==> config.mk <==
export PLATFORM = sky130hd
export DESIGN_NAME = s27_bist_ctrl_flat
export DESIGN_NICKNAME = d
export VERILOG_FILES = /design/src/rtl/s27_bist_ctrl_if.sv /design/src/rtl/s27_bist_ctrl.sv /design/src/flat_wrapper.sv
export SDC_FILE = /design/constraint.sdc
export NUM_CORES = 1
export LEC_CHECK = 0
export ABC_AREA = 1
export CAP_MARGIN = 5
export CORE_ASPECT_RATIO = 1.5
export CORE_UTILIZATION = 25
export DETAILED_ROUTE_END_ITERATION = 6
export PLACE_DENSITY_LB_ADDON = 0.08
export SYNTH_ARGS = -nofsm -noshare
export SYNTH_HDL_FRONTEND = slang
export SYNTH_SLANG_ARGS = --single-unit
==> constraint.sdc <==
create_clock -name ck_i -period 1.94 [get_ports ck_i]
set_input_delay 0.291 -clock ck_i [delete_from_list [all_inputs] [get_ports ck_i]]
set_output_delay 0.291 -clock ck_i [all_outputs]
set_load 0.05 [all_outputs]
==> src/rtl/s27_bist_ctrl_if.sv <==
// s27_bist_ctrl_if: run handshake, s27 stimulus/response and signature bundle
interface s27_bist_ctrl_if;
  logic        start_i;
  logic        g17_i;
  logic        g0_o;
  logic        g1_o;
  logic        g2_o;
  logic        g3_o;
  logic        busy_o;
  logic        done_o;
  logic        pass_o;
  logic [15:0] sig_o;
  modport master (
    input  start_i, g17_i,
    output g0_o, g1_o, g2_o, g3_o, busy_o, done_o, pass_o, sig_o
  );
  modport slave (
    output start_i, g17_i,
    input  g0_o, g1_o, g2_o, g3_o, busy_o, done_o, pass_o, sig_o
  );
endinterface

==> src/rtl/s27_bist_ctrl.sv <==
// s27_bist_ctrl: LFSR pattern generator and CRC-16 response compactor for an s27 BIST run
module s27_bist_ctrl #(
  parameter int          NPAT     = 64,
  parameter int          INIT_CYC = 4,
  parameter logic [3:0]  INIT_VEC = 4'b0000,
  parameter logic [3:0]  SEED     = 4'b1001,
  parameter logic [15:0] GOLDEN   = 16'h0000
) (
  input logic             ck_i,
  input logic             rst_i,
  s27_bist_ctrl_if.master bus
);
  typedef enum logic [1:0] {IDLE, INIT, RUN, DONE} state_t;
  // an all-zero seed would lock the LFSR, so it is swapped for 0001
  localparam logic [3:0] SEED_EFF = (SEED == 4'b0000) ? 4'b0001 : SEED;
  state_t      state_q, state_d;
  logic [3:0]  lfsr_q, lfsr_d;
  logic [3:0]  g_q, g_d;
  logic [3:0]  fcnt_q, fcnt_d;
  logic [9:0]  scnt_q, scnt_d;
  logic [15:0] sig_q, sig_d;
  logic        fb;
  // next state, pattern/signature stepping; stimulus is registered from the next state so the pattern and its response share a cycle
  always_comb begin
    state_d = state_q;
    lfsr_d  = lfsr_q;
    sig_d   = sig_q;
    fcnt_d  = fcnt_q;
    scnt_d  = scnt_q;
    fb      = sig_q[15] ^ bus.g17_i;
    unique case (state_q)
      IDLE, DONE: if (bus.start_i) begin
        state_d = (INIT_CYC == 0) ? RUN : INIT;
        lfsr_d  = SEED_EFF;
        sig_d   = 16'hFFFF;
        fcnt_d  = '0;
        scnt_d  = '0;
      end
      INIT: begin
        fcnt_d = fcnt_q + 4'd1;
        if (fcnt_q == 4'(INIT_CYC - 1)) state_d = RUN;
      end
      RUN: begin
        sig_d  = {sig_q[14:0], 1'b0} ^ (fb ? 16'h1021 : 16'h0000);
        lfsr_d = {lfsr_q[2:0], lfsr_q[3] ^ lfsr_q[2]};
        scnt_d = scnt_q + 10'd1;
        if (scnt_q == 10'(NPAT - 1)) state_d = DONE;
      end
      default: ;
    endcase
    g_d = (state_d == RUN) ? lfsr_d : (state_d == INIT) ? INIT_VEC : 4'b0000;
  end
  // state and datapath registers with synchronous reset
  always_ff @(posedge ck_i) begin
    if (rst_i) begin
      state_q <= IDLE;
      lfsr_q  <= SEED_EFF;
      sig_q   <= 16'hFFFF;
      fcnt_q  <= '0;
      scnt_q  <= '0;
      g_q     <= '0;
    end else begin
      state_q <= state_d;
      lfsr_q  <= lfsr_d;
      sig_q   <= sig_d;
      fcnt_q  <= fcnt_d;
      scnt_q  <= scnt_d;
      g_q     <= g_d;
    end
  end
  assign {bus.g3_o, bus.g2_o, bus.g1_o, bus.g0_o} = g_q;
  assign bus.busy_o = (state_q == INIT) || (state_q == RUN);
  assign bus.done_o = state_q == DONE;
  assign bus.pass_o = (state_q == DONE) && (sig_q == GOLDEN);
  assign bus.sig_o  = sig_q;
endmodule

==> src/flat_wrapper.sv <==
// flat-port wrapper written by rule: the top's interface ports become plain ports
module s27_bist_ctrl_flat 
#(
  parameter int          NPAT     = 64,
  parameter int          INIT_CYC = 4,
  parameter logic [3:0]  INIT_VEC = 4'b0000,
  parameter logic [3:0]  SEED     = 4'b1001,
  parameter logic [15:0] GOLDEN   = 16'h0000
)
  (ck_i, rst_i, bus_start_i, bus_g17_i, bus_g0_o, bus_g1_o, bus_g2_o, bus_g3_o, bus_busy_o, bus_done_o, bus_pass_o, bus_sig_o);
  s27_bist_ctrl_if bus_i ();
  input logic ck_i;
  input logic rst_i;
  input wire logic [$bits(bus_i.start_i)-1:0] bus_start_i;
  input wire logic [$bits(bus_i.g17_i)-1:0] bus_g17_i;
  output wire logic [$bits(bus_i.g0_o)-1:0] bus_g0_o;
  output wire logic [$bits(bus_i.g1_o)-1:0] bus_g1_o;
  output wire logic [$bits(bus_i.g2_o)-1:0] bus_g2_o;
  output wire logic [$bits(bus_i.g3_o)-1:0] bus_g3_o;
  output wire logic [$bits(bus_i.busy_o)-1:0] bus_busy_o;
  output wire logic [$bits(bus_i.done_o)-1:0] bus_done_o;
  output wire logic [$bits(bus_i.pass_o)-1:0] bus_pass_o;
  output wire logic [$bits(bus_i.sig_o)-1:0] bus_sig_o;
  assign bus_i.start_i = bus_start_i;
  assign bus_i.g17_i = bus_g17_i;
  assign bus_g0_o = bus_i.g0_o;
  assign bus_g1_o = bus_i.g1_o;
  assign bus_g2_o = bus_i.g2_o;
  assign bus_g3_o = bus_i.g3_o;
  assign bus_busy_o = bus_i.busy_o;
  assign bus_done_o = bus_i.done_o;
  assign bus_pass_o = bus_i.pass_o;
  assign bus_sig_o = bus_i.sig_o;
  s27_bist_ctrl #(.NPAT(NPAT), .INIT_CYC(INIT_CYC), .INIT_VEC(INIT_VEC), .SEED(SEED), .GOLDEN(GOLDEN)) u_core (.ck_i(ck_i), .rst_i(rst_i), .bus(bus_i));
endmodule
==> impl_metrics.yaml <==
status:
  status: "finished with violations"
  violations: "DRC"
setup_path:
  crit_required_ns: 1.65
  cp-end-kind: "output port"
  critical_path_class: "register to output port"
  crit_family: "buffers and inverters"
  crit_arrival_ns: 1.59
  crit_buf_inv: 1
  reg2reg_depth: 11
  path_max_fanout: 4
  path_cells: "clkdlybuf4s50_1"
  cp_num_cells: 1
  cpPeakStageDelay_ns: 0.85
  cp_slowest_cell: "clkdlybuf4s50_1"
  start_kind: "register"
pwr:
  combPwrFrac_pct: 11.4
  p_seq_share_pct: 49.6
  p_leak_nw: 0.949
  p_per_area_nw_per_um2: 753
  switchingPower_mw: 0.435
  vdd_ir_drop_max_uv: 272
  switching_share_pct: 25.3
  p_clk_share_pct: 39.0
  p_int_mw: 1.28
placement:
  dp_hpwl_mm: 3.41
  io_buffers: 26
  dp.cells: 337
  routabilityCongestion: 0.764
route:
  drt-met1-wl_mm: 2.02
  vias: 1608
  initialDrtViolationCount: 61
  met2_length_mm: 2.35
  drt_wl_total_mm: 4.58
  via_per_inst: 4.66
  drc: 8
  ant_nets: 0
  first_pass_iters: 7
  post_drt_wl_per_cell_um: 13.3
  wl_met3_um: 138
  highest_layer: "met4"
synth:
  seq_area_frac_synth_pct: 45.3
  syn_nets: 240
  postSynthAreaPerCell_um2: 7.66
  synth_mux_area_share_pct: 0
  synth-adder-area-share_pct: 3.54
  synth-compound-area-share_pct: 15.0
  synth-simple-area-share_pct: 27.7
  yosysTopAreaCellShare_pct: 45.3
  yosys_register_bits: 40
  ys.flop_type: "dfxtp_1"
  synth_edf_count: 0
  yosysTopAreaCell: "dfxtp_1"
  synth_xor_area_share_pct: 0.495
  synthTopCellsByArea: "dfxtp_1 45%, nand2_1 11%, inv_1 4.7%"
  synth_warnings: 0
  syn_inst: 231
  synth_top_family_by_area: "simple AND/OR/NAND/NOR gates"
  netlist_area_um2: 1770
  ys_async_sr_fraction_pct: 0
  ys_types: 31
hold_path:
  hold_class: "register to register"
  min_path_cells: 1
clocking:
  cts_root_buf: "clkbuf_8"
  cts_sinks: 40
  clk_path_buf_depth: 2
  post_cts.repair.setup_buffers: 0
  clkLatencyLatePin_ns: 0.29
  numCtsBuffers: 5
  cts_tree: "done"
  clkTransAtPathRegs_ns: 0.08
  cts.htree.levels: 2
sta:
  rsz0062_at_grt: "false"
  hold_viol: 0
  setup_viol: 0
  post-route-period-util_pct: 97.2
  fmax_mhz: 530
  drv_slew: 0
  slew_headroom_pct: 65.8
  finalSetupTns_ns: 0
  fin_crit_ns: 1.89
  fin_skew_ns: 0.00586
  worst_slew_pin_slew_ns: 0.511
floorplanning:
  ioPinCount: 27
  die_area_um2: 7420
  core-area_um2: 6850
  fp.dieW_um: 70.7
  initial_core_util_pct: 25.8
  rows: 37
  fp.dieH_um: 105
global_route:
  globalRouteOverflowTotal: 0
  grt_max_degree: 17
  grt_pass1_wl_mm: 7.63
  grt_pass1_vias: 1597
  antenna_found_initial: 0
  grt_usage_pct: 13.0
final_layout:
  layout-drive-gt1-share_pct: 12.4
  area_delta_synth_final_pct: 28.9
  instances_no_fill: 345
  n_antenna_cell: 0
  final_nets: 275
  n_fill_cell: 733
flow_run:
  cap_violations: 0
power groups by stage:
stage	sequential [mW]	clock (mW)	combinational [mW]
after floorplan	0.887	0	0.116
after global placement	0.871	0	0.197
after detailed placement	0.870	0	0.196
after CTS	0.851	0.700	0.197
after global routing	0.854	0.730	0.215
final	0.852	0.669	0.196
per-stage QoR:
| step | setup WS [ns] | power, mW | hold WS (ns) | utilization (%) | instance area, um^2 |
|---|---|---|---|---|---|
| floorplan | 0.0812 | 1.00 | 0.443 | - | 1780 |
| global placement | 0.202 | 1.07 | 0.470 | 31.7 | 2170 |
| detailed placement | 0.167 | 1.07 | 0.469 | 31.7 | 2170 |
| CTS | 0.0413 | 1.75 | 0.480 | 33.3 | 2280 |
| global route | 0.0111 | 1.80 | 0.509 | 33.3 | 2280 |
| finish | 0.0544 | 1.72 | 0.475 | 33.3 | 2280 |
cell usage in the layout (no fill, tap or decap), types with 2 or more instances in the layout:
master and count:
o21ai_0 9, and3_1 4, dfxtp_1 39, nand2_2 3
nor3_1 8, o21ai_1 3, nor2_2 3, buf_4 8
nand2_1 54, a21oi_1 13, ha_1 5, o22ai_1 12
a22oi_1 2, nand3_1 13, inv_1 22, buf_12 2
clkbuf_8 5, clkdlybuf4s50_1 23, inv_2 4, nor2_1 20
cells in the mapped netlist, types with 3 or more instances:
library cell  number
o21ai_0            9
nand2_2            3
nand2_1           54
o22ai_1           12
ha_1               5
nor3_1             8
dfxtp_1           40
nand3_1           13
o21ai_1            3
a21oi_1           13
nor2_1            20
inv_2              4
nor2_2             3
and3_1             4
inv_1             22
worst paths after layout:
check,start,to,slack (ns)
worst min register to register,u_core.scnt_q[7]$_SDFFE_PP0P_,u_core.scnt_q[7]$_SDFFE_PP0P_,0.48
worst max-delay path,u_core.bus.sig_o[0]$_SDFFE_PP1P_,bus_sig_o[0],0.05
worst max register to register,u_core.state_q[0]$_SDFF_PP0_,u_core.scnt_q[5]$_SDFFE_PP0P_,0.20
worst min-delay path,u_core.scnt_q[7]$_SDFFE_PP0P_,u_core.scnt_q[7]$_SDFFE_PP0P_,0.48
routing by layer:
layer | track usage [%] | up-vias
li1 | - | 836
met1 | 14.8 | 734
met2 | 23.5 | 31
met3 | 2.41 | 7
met4 | 5.14 | 0
met5 | 0 | -
logic make-up (layout without fill, tap and decap cells):
logic type | Yosys count | count (layout)
flip-flops | 40 | 40
XOR/XNOR | 1 | 1
AND/OR/NAND/NOR | 109 | 109
adder cells (fa/ha/maj) | 5 | 5
AO/OA/AOI/OAI | 44 | 44
buffers and inverters | 32 | 68
final cells by class:
cell class              count  area (um^2)  share of cell area (%)
flip-flops and latches     40          802                    35.2
multi-input cells         159          842                    36.9
clock buffers               6         72.6                    3.18
well taps                  78         97.6                    4.28
clock inverters             2         35.0                    1.54
repair buffers             33          330                    14.5
inverters                  27          101                    4.44
state kept, by name, indices dropped and copies added, names as in the netlist:
name and cells:
u_core.state_q 2, u_core.lfsr_q 4, u_core.fcnt_q 4, u_core.bus.sig_o 16, u_core.g_q 4, u_core.scnt_q 10
timing repair:
item	CTS	global route
setup endpoints to repair	0	4
hold buffers	0	0
resized for setup	0	1
No activity file was read; power rests on OpenSTA's default activity.
